<file path="config.mk">
export PLATFORM = sky130hd
export DESIGN_NAME = spi_slave_frame
export DESIGN_NICKNAME = d
export VERILOG_FILES = /design/src/rtl/spi_slave_pkg.sv /design/src/rtl/spi_shifter.sv /design/src/rtl/spi_slave_frame.sv
export SDC_FILE = /design/constraint.sdc
export NUM_CORES = 1
export LEC_CHECK = 0
export ABC_CLOCK_PERIOD_IN_PS = 2100
export CAP_MARGIN = 20
export CORE_ASPECT_RATIO = 0.8
export CORE_MARGIN = 8
export CORE_UTILIZATION = 40
export CTS_CLUSTER_SIZE = 40
export DETAILED_ROUTE_END_ITERATION = 6
export GPL_ROUTABILITY_DRIVEN = 0
export SLEW_MARGIN = 20
export SYNTH_ARGS = -nofsm -noshare
export SYNTH_HDL_FRONTEND = slang
export SYNTH_SLANG_ARGS = --single-unit
</file>
<file path="constraint.sdc">
create_clock -name clk -period 2.1 [get_ports clk]
set_input_delay 0.42 -clock clk [delete_from_list [all_inputs] [get_ports clk]]
set_output_delay 0.42 -clock clk [all_outputs]
set_load 0.02 [all_outputs]
</file>
<file path="src/rtl/spi_slave_pkg.sv">
// Shared types and constants for the SPI slave frame front-end.
package spi_slave_pkg;

    localparam int CMD_W = 2;

    localparam logic [CMD_W-1:0] CMD_WR_ADDR = 2'b00;
    localparam logic [CMD_W-1:0] CMD_WR_DATA = 2'b01;
    localparam logic [CMD_W-1:0] CMD_RD_ADDR = 2'b10;
    localparam logic [CMD_W-1:0] CMD_RD_DATA = 2'b11;

    typedef enum logic [2:0] {
        IDLE,
        RX,
        WAIT_TX,
        TX,
        DONE
    } state_t;

endpackage

</file>
<file path="src/rtl/spi_shifter.sv">
// Generic W-bit shift register: parallel load, MSB-first serial shift-in, MSB serial out.
module spi_shifter #(
    parameter int W = 8
) (
    input  logic         clk,
    input  logic         rst_n,
    input  logic         load,
    input  logic         shift,
    input  logic         din,
    input  logic [W-1:0] par_in,
    output logic [W-1:0] par_out,
    output logic         ser_out
);

    logic [W-1:0] r_q;

    // NOTE: non-blocking assignments so every register samples pre-edge values, independent of block order.
    always_ff @(posedge clk or negedge rst_n) begin
        if (!rst_n) begin
            r_q <= '0;
        end else if (load) begin
            r_q <= par_in;
        end else if (shift) begin
            r_q <= {r_q[W-2:0], din};
        end
    end

    assign par_out = r_q;
    assign ser_out = r_q[W-1];

endmodule

</file>
<file path="src/rtl/spi_slave_frame.sv">
// SPI slave frame front-end: receives {cmd, payload} frames and serves RD_DATA replies on MISO.
// Optional even parity on both directions when SPI_SLAVE_PARITY_EN is defined.
module spi_slave_frame
    import spi_slave_pkg::*;
#(
    parameter int DATA_W     = 8,
    parameter int TX_TIMEOUT = 15
) (
    input  logic              clk,
    input  logic              rst_n,
    input  logic              ss_n,
    input  logic              MOSI,
    input  logic              tx_valid,
    input  logic [DATA_W-1:0] tx_data,
    output logic              MISO,
    output logic              rx_valid,
    output logic [DATA_W+1:0] rx_data,
    output logic              frame_err,
    output logic              busy
);

    localparam int FRAME_W = DATA_W + CMD_W;
`ifdef SPI_SLAVE_PARITY_EN
    localparam int PAR_W = 1;
`else
    localparam int PAR_W = 0;
`endif
    localparam int RX_LEN = FRAME_W + PAR_W;
    localparam int TX_LEN = DATA_W + PAR_W;
    localparam int CNT_W  = $clog2(RX_LEN + 1);

    state_t             r_state, w_state_nxt;
    logic [CNT_W-1:0]   r_cnt, w_cnt_nxt;
    logic [7:0]         r_to_cnt, w_to_nxt;
    logic               r_rd_pend, w_rd_pend_nxt;
    logic               r_rx_valid, w_rx_valid_nxt;
    logic               r_frame_err, w_frame_err_nxt;
    logic [FRAME_W-1:0] r_rx_data, w_rx_data_nxt;

    logic               w_rx_shift, w_tx_load, w_tx_shift;
    logic [FRAME_W-1:0] w_rx_q, w_frame;
    logic [DATA_W-1:0]  w_tx_q;
    logic               w_rx_ser, w_tx_ser, w_par_ok, w_unused;
    logic [CMD_W-1:0]   w_cmd;

    spi_shifter #(.W(FRAME_W)) u_rx_shift (
        .clk     (clk),
        .rst_n   (rst_n),
        .load    (1'b0),
        .shift   (w_rx_shift),
        .din     (MOSI),
        .par_in  ({FRAME_W{1'b0}}),
        .par_out (w_rx_q),
        .ser_out (w_rx_ser)
    );

    spi_shifter #(.W(DATA_W)) u_tx_shift (
        .clk     (clk),
        .rst_n   (rst_n),
        .load    (w_tx_load),
        .shift   (w_tx_shift),
        .din     (1'b0),
        .par_in  (tx_data),
        .par_out (w_tx_q),
        .ser_out (w_tx_ser)
    );

    // The frame decision is taken on the edge that samples the final bit, so the last bit comes straight from MOSI.
`ifdef SPI_SLAVE_PARITY_EN
    logic r_tx_par;

    assign w_frame  = w_rx_q;
    assign w_par_ok = ~^{w_rx_q, MOSI};
    assign w_unused = &{1'b0, w_rx_ser, w_tx_q};

    always_ff @(posedge clk or negedge rst_n) begin
        if (!rst_n) begin
            r_tx_par <= 1'b0;
        end else if (w_tx_load) begin
            r_tx_par <= ^tx_data;
        end
    end

    assign MISO = (r_state != TX)             ? 1'b0     :
                  (r_cnt == CNT_W'(DATA_W))   ? r_tx_par : w_tx_ser;
`else
    assign w_frame  = {w_rx_q[FRAME_W-2:0], MOSI};
    assign w_par_ok = 1'b1;
    assign w_unused = &{1'b0, w_rx_ser, w_rx_q[FRAME_W-1], w_tx_q};
    assign MISO     = (r_state == TX) ? w_tx_ser : 1'b0;
`endif

    assign w_cmd = w_frame[FRAME_W-1 -: CMD_W];

    // NOTE: every signal driven here gets a default first, so no path can infer a latch.
    always_comb begin
        w_state_nxt     = r_state;
        w_cnt_nxt       = r_cnt;
        w_to_nxt        = r_to_cnt;
        w_rd_pend_nxt   = r_rd_pend;
        w_rx_valid_nxt  = 1'b0;
        w_frame_err_nxt = 1'b0;
        w_rx_data_nxt   = r_rx_data;
        w_rx_shift      = 1'b0;
        w_tx_load       = 1'b0;
        w_tx_shift      = 1'b0;

        case (r_state)
            IDLE: begin
                if (!ss_n) begin
                    w_rx_shift  = 1'b1;
                    w_cnt_nxt   = CNT_W'(1);
                    w_state_nxt = RX;
                end
            end
            RX: begin
                if (ss_n) begin
                    w_cnt_nxt       = '0;
                    w_frame_err_nxt = 1'b1;
                    w_state_nxt     = IDLE;
                end else if (r_cnt == CNT_W'(RX_LEN - 1)) begin
                    w_cnt_nxt   = '0;
                    w_state_nxt = DONE;
                    if (!w_par_ok) begin
                        w_frame_err_nxt = 1'b1;
                    end else begin
                        case (w_cmd)
                            CMD_RD_ADDR: begin
                                w_rd_pend_nxt  = 1'b1;
                                w_rx_valid_nxt = 1'b1;
                                w_rx_data_nxt  = w_frame;
                            end
                            CMD_RD_DATA: begin
                                if (r_rd_pend) begin
                                    w_rd_pend_nxt  = 1'b0;
                                    w_rx_valid_nxt = 1'b1;
                                    w_rx_data_nxt  = w_frame;
                                    w_to_nxt       = '0;
                                    w_state_nxt    = WAIT_TX;
                                end else begin
                                    w_frame_err_nxt = 1'b1;
                                end
                            end
                            default: begin
                                w_rx_valid_nxt = 1'b1;
                                w_rx_data_nxt  = w_frame;
                            end
                        endcase
                    end
                end else begin
                    w_rx_shift = 1'b1;
                    w_cnt_nxt  = r_cnt + CNT_W'(1);
                end
            end
            WAIT_TX: begin
                if (ss_n) begin
                    w_cnt_nxt       = '0;
                    w_frame_err_nxt = 1'b1;
                    w_state_nxt     = IDLE;
                end else if (tx_valid) begin
                    w_tx_load   = 1'b1;
                    w_cnt_nxt   = '0;
                    w_state_nxt = TX;
                end else if (r_to_cnt == 8'(TX_TIMEOUT - 1)) begin
                    w_to_nxt        = '0;
                    w_frame_err_nxt = 1'b1;
                    w_state_nxt     = DONE;
                end else begin
                    w_to_nxt = r_to_cnt + 8'd1;
                end
            end
            TX: begin
                if (ss_n) begin
                    w_cnt_nxt       = '0;
                    w_frame_err_nxt = 1'b1;
                    w_state_nxt     = IDLE;
                end else if (r_cnt == CNT_W'(TX_LEN - 1)) begin
                    w_cnt_nxt   = '0;
                    w_state_nxt = DONE;
                end else begin
                    w_tx_shift = 1'b1;
                    w_cnt_nxt  = r_cnt + CNT_W'(1);
                end
            end
            DONE: begin
                if (ss_n) begin
                    w_state_nxt = IDLE;
                end
            end
            default: w_state_nxt = IDLE;
        endcase
    end

    always_ff @(posedge clk or negedge rst_n) begin
        if (!rst_n) begin
            r_state     <= IDLE;
            r_cnt       <= '0;
            r_to_cnt    <= '0;
            r_rd_pend   <= 1'b0;
            r_rx_valid  <= 1'b0;
            r_frame_err <= 1'b0;
            r_rx_data   <= '0;
        end else begin
            r_state     <= w_state_nxt;
            r_cnt       <= w_cnt_nxt;
            r_to_cnt    <= w_to_nxt;
            r_rd_pend   <= w_rd_pend_nxt;
            r_rx_valid  <= w_rx_valid_nxt;
            r_frame_err <= w_frame_err_nxt;
            r_rx_data   <= w_rx_data_nxt;
        end
    end

    assign rx_valid  = r_rx_valid;
    assign rx_data   = r_rx_data;
    assign frame_err = r_frame_err;
    assign busy      = (r_state != IDLE);

endmodule
</file>
==> summary.txt, run 1 <==
Hold Buf Count CTS: 0
FMAX: 0.5056 GHz
Reg area: 1127 µm²
Final Cycle Share: 94.18%
HP Class: in -> async
Slew Viols, Final: 0
Setup Buffers After CTS: 0
Area growth syn-to-layout: 24.59%
CTS Buf Count: 5
#FFs+latches synth: 45
# IOs: 27
First-pass DRT Iterations: 4
Most frequent cell after synthesis: dfrtp_1
Setup violators final: 0
Sequential fraction of the synthesis area: 50.42%
Buffers on Ports: 26
Distinct cells, synth: 54
Share of post-route cells with drive strength above 1: 18.49%
Startpoint types: register
Unrepaired setup endpoints after global routing: no
Final Hold Vio Count: 0
Detailed placement HPWL: 3.300 mm
Measured slew at the worst slew-check pin: 560.9 ps
Clock Skew: 3.670 ps
Predominant post-synthesis flop cell: dfrtp_1
Critical Setup Path Class: reg -> reg
Cell taking the most area after synthesis: dfrtp_1
Resized Gates After CTS: 2
FFs w/ async S/R, synth: 100.0%
Crit end category: register
Post-synth EDFFs: 0
Number of core rows: 24
VDD IR-drop max: 0.4451 mV
Core Box Area: 5435 µm²
Status: finished, final reports clean
First-pass GRT wire length: 7.879 mm
Vias in the first global route: 1687
MaxCap Viol Count: 0
Critical Path AT: 2160 ps
Avg Inst Size Synth: 11.51 µm²
WL final: 4.509 mm
Die Y: 82.84 µm
Vias: 1644
GRT overflow: 0
Post-Synthesis Cells: 194
Multi-input logic area: 1017 µm²
Starting DRT DRC Count: 87
Die W: 99.54 µm
Drc violations: 0
Worst-Skew Late Latency: 300 ps
Starting density of the core: 41.09%
Avg WL per Cell: 14.27 µm
Setup TNS: 0 ps
Drt via density: 5.203
Leakage: 1.291 nW
Clk buf depth: 2
Syn. warnings: 0
R2r setup slk: 120 ps
Final min period: 1978 ps
Max FO, Critical Path: 10
CTS root buffer: clkbuf_8
Detail Route Antenna Nets: 0
Mapped Nets: 211
Netlist Area Pre-Place: 2233 µm²
Largest net degree at the start of global routing: 46
Global Route Usage Sum: 11.51%
Rel. slew slack: 62.61%
Reg clk slew, reported paths: 90 ps
N_diodes: 0
Most frequent cells after synthesis: dfrtp_1 (45), mux2_1 (13), a21o_1 (8), a22o_1 (8), inv_1 (8)
Area contributors post-synth: dfrtp_1 (50%), mux2_1 (6.6%), a22o_1 (3.1%), mux2_2 (3.0%), a21o_1 (2.7%)
Fillers: 518
Clock Sinks: 45
Yosys top cell area share: 50.42%
Final net count: 254
Die area: 8245 µm²
Power Total: 2.994 mW
TritonCTS clock tree: done
WP data required: 2280 ps
Cell Pwr Density: 1076 nW/µm²
Initial antenna violation count: 0
Max H-tree Level: 2
## metal layers
metal | vias up | wire, µm | part of all wire (%) | GRT usage (%)
met5 | - | 0 | 0 | 0
li1 | 814 | - | - | -
met1 | 787 | 2365 | 52 | 15.69
met4 | 0 | 47 | 1.0 | 3.704
met2 | 37 | 1885 | 42 | 16.93
met3 | 6 | 211 | 4.7 | 3.417
## cell families after synthesis
logic type | Yosys count | synth area share (%)
AOI/OAI and AO/OA | 53 | 18.26
and+or+nand+nor | 48 | 12.72
DFF | 45 | 50.42
muxes | 22 | 11.15
buffers and inverters | 19 | 4.033
adders and majority gates | 4 | 2.241
xor gates and xnor gates | 3 | 1.177
## placed cells by master (no fill, tap or decap), types with 2 or more instances in the layout
master,n
buf_4,21
o22ai_1,2
nor3b_1,2
clkdlybuf4s50_1,23
clkbuf_8,6
mux2_1,13
nand4_1,3
nor3_1,5
nand3_1,3
a31oi_1,3
nor2_1,7
dfrtp_1,44
o31ai_1,2
o21ai_1,6
nand2_1,7
ha_1,4
nand2b_1,2
and2_1,2
a211o_1,4
mux2_2,6
dlygate4sd2_1,2
nor4_1,3
a21oi_1,3
xor2_1,2
mux2i_1,2
o21ai_0,6
nand3b_1,2
a21o_1,8
or3b_1,2
a22o_1,8
inv_1,8
## area by class of cell
class | instances | area share (%)
Sequential cell | 45 | 40.51
Multi-Input combinational cell | 130 | 36.56
Timing Repair Buffer | 47 | 14.75
Tap cell | 78 | 3.507
Clock buffer | 6 | 2.968
Inverter | 8 | 1.079
Clock inverter | 2 | 0.6295
## flip-flops by register name (all words and copies together) (netlist names)
register and flops:
frame_err 1, r_cnt 4, r_rd_pend 1, r_state 3, r_to_cnt 8, rx_data 10
rx_valid 1, u_rx_shift.par_out 9, u_tx_shift.par_out 8
## stage by stage
stage | area (µm²) | setup WS [ps] | cells | hold slack, ps | util (%)
5_1_grt | 2783 | 22.98 | 316 | 246.7 | 51.20
2_1_floorplan | 2233 | 180.2 | 194 | 124.4 | -
4_1_cts | 2781 | 87.74 | 316 | 218.1 | 51.17
3_5_place_dp | 2684 | -53.18 | 308 | 468.3 | 49.38
3_3_place_gp | 2684 | -91.59 | 308 | 463.1 | 49.38
6_report | 2783 | 122.3 | 316 | 188.9 | 51.20
## report_power, final
part / total, mW / internal (mW) / switching (mW)
clock network: 0.577 / 0.273 / 0.304
registers: 1.35 / 1.13 / 0.223
logic: 1.07 / 0.563 / 0.505
## worst paths after layout
kind	start	end	cells after the start
max reg2reg	r_state[2]$_DFFE_PN0P_	rx_data[6]$_DFFE_PN0P_	5
min reg2reg	u_tx_shift.par_out[7]$_DFFE_PN0P_	u_tx_shift.par_out[7]$_DFFE_PN0P_	1
max in group asynchronous	rst_n	r_state[2]$_DFFE_PN0P_	2
max	r_state[2]$_DFFE_PN0P_	rx_data[6]$_DFFE_PN0P_	5
min in group clk	u_tx_shift.par_out[7]$_DFFE_PN0P_	u_tx_shift.par_out[7]$_DFFE_PN0P_	1
min	rst_n	r_to_cnt[4]$_DFFE_PN0P_	2
## critical path: stages (launching register included)
cell and delay (ps):
dfrtp_2 480, or3b_1 450, nor3_1 260, o21ai_1 170, buf_4 190, mux2_1 310
(Power assumes the default switching activity.)
==> run 2, diff against run 1 <==
--- a/config.mk
+++ b/config.mk
@@ -5,12 +5,13 @@
 export SDC_FILE = /design/constraint.sdc
 export NUM_CORES = 1
 export LEC_CHECK = 0
+export ABC_AREA = 0
 export ABC_CLOCK_PERIOD_IN_PS = 2100
 export CAP_MARGIN = 20
 export CORE_ASPECT_RATIO = 0.8
 export CORE_MARGIN = 8
 export CORE_UTILIZATION = 40
-export CTS_CLUSTER_SIZE = 40
+export CTS_CLUSTER_SIZE = 14
 export DETAILED_ROUTE_END_ITERATION = 6
 export GPL_ROUTABILITY_DRIVEN = 0
 export SLEW_MARGIN = 20
==> results of run 2 <==
Final layout, timing and power as in run 1 (identical DEF).
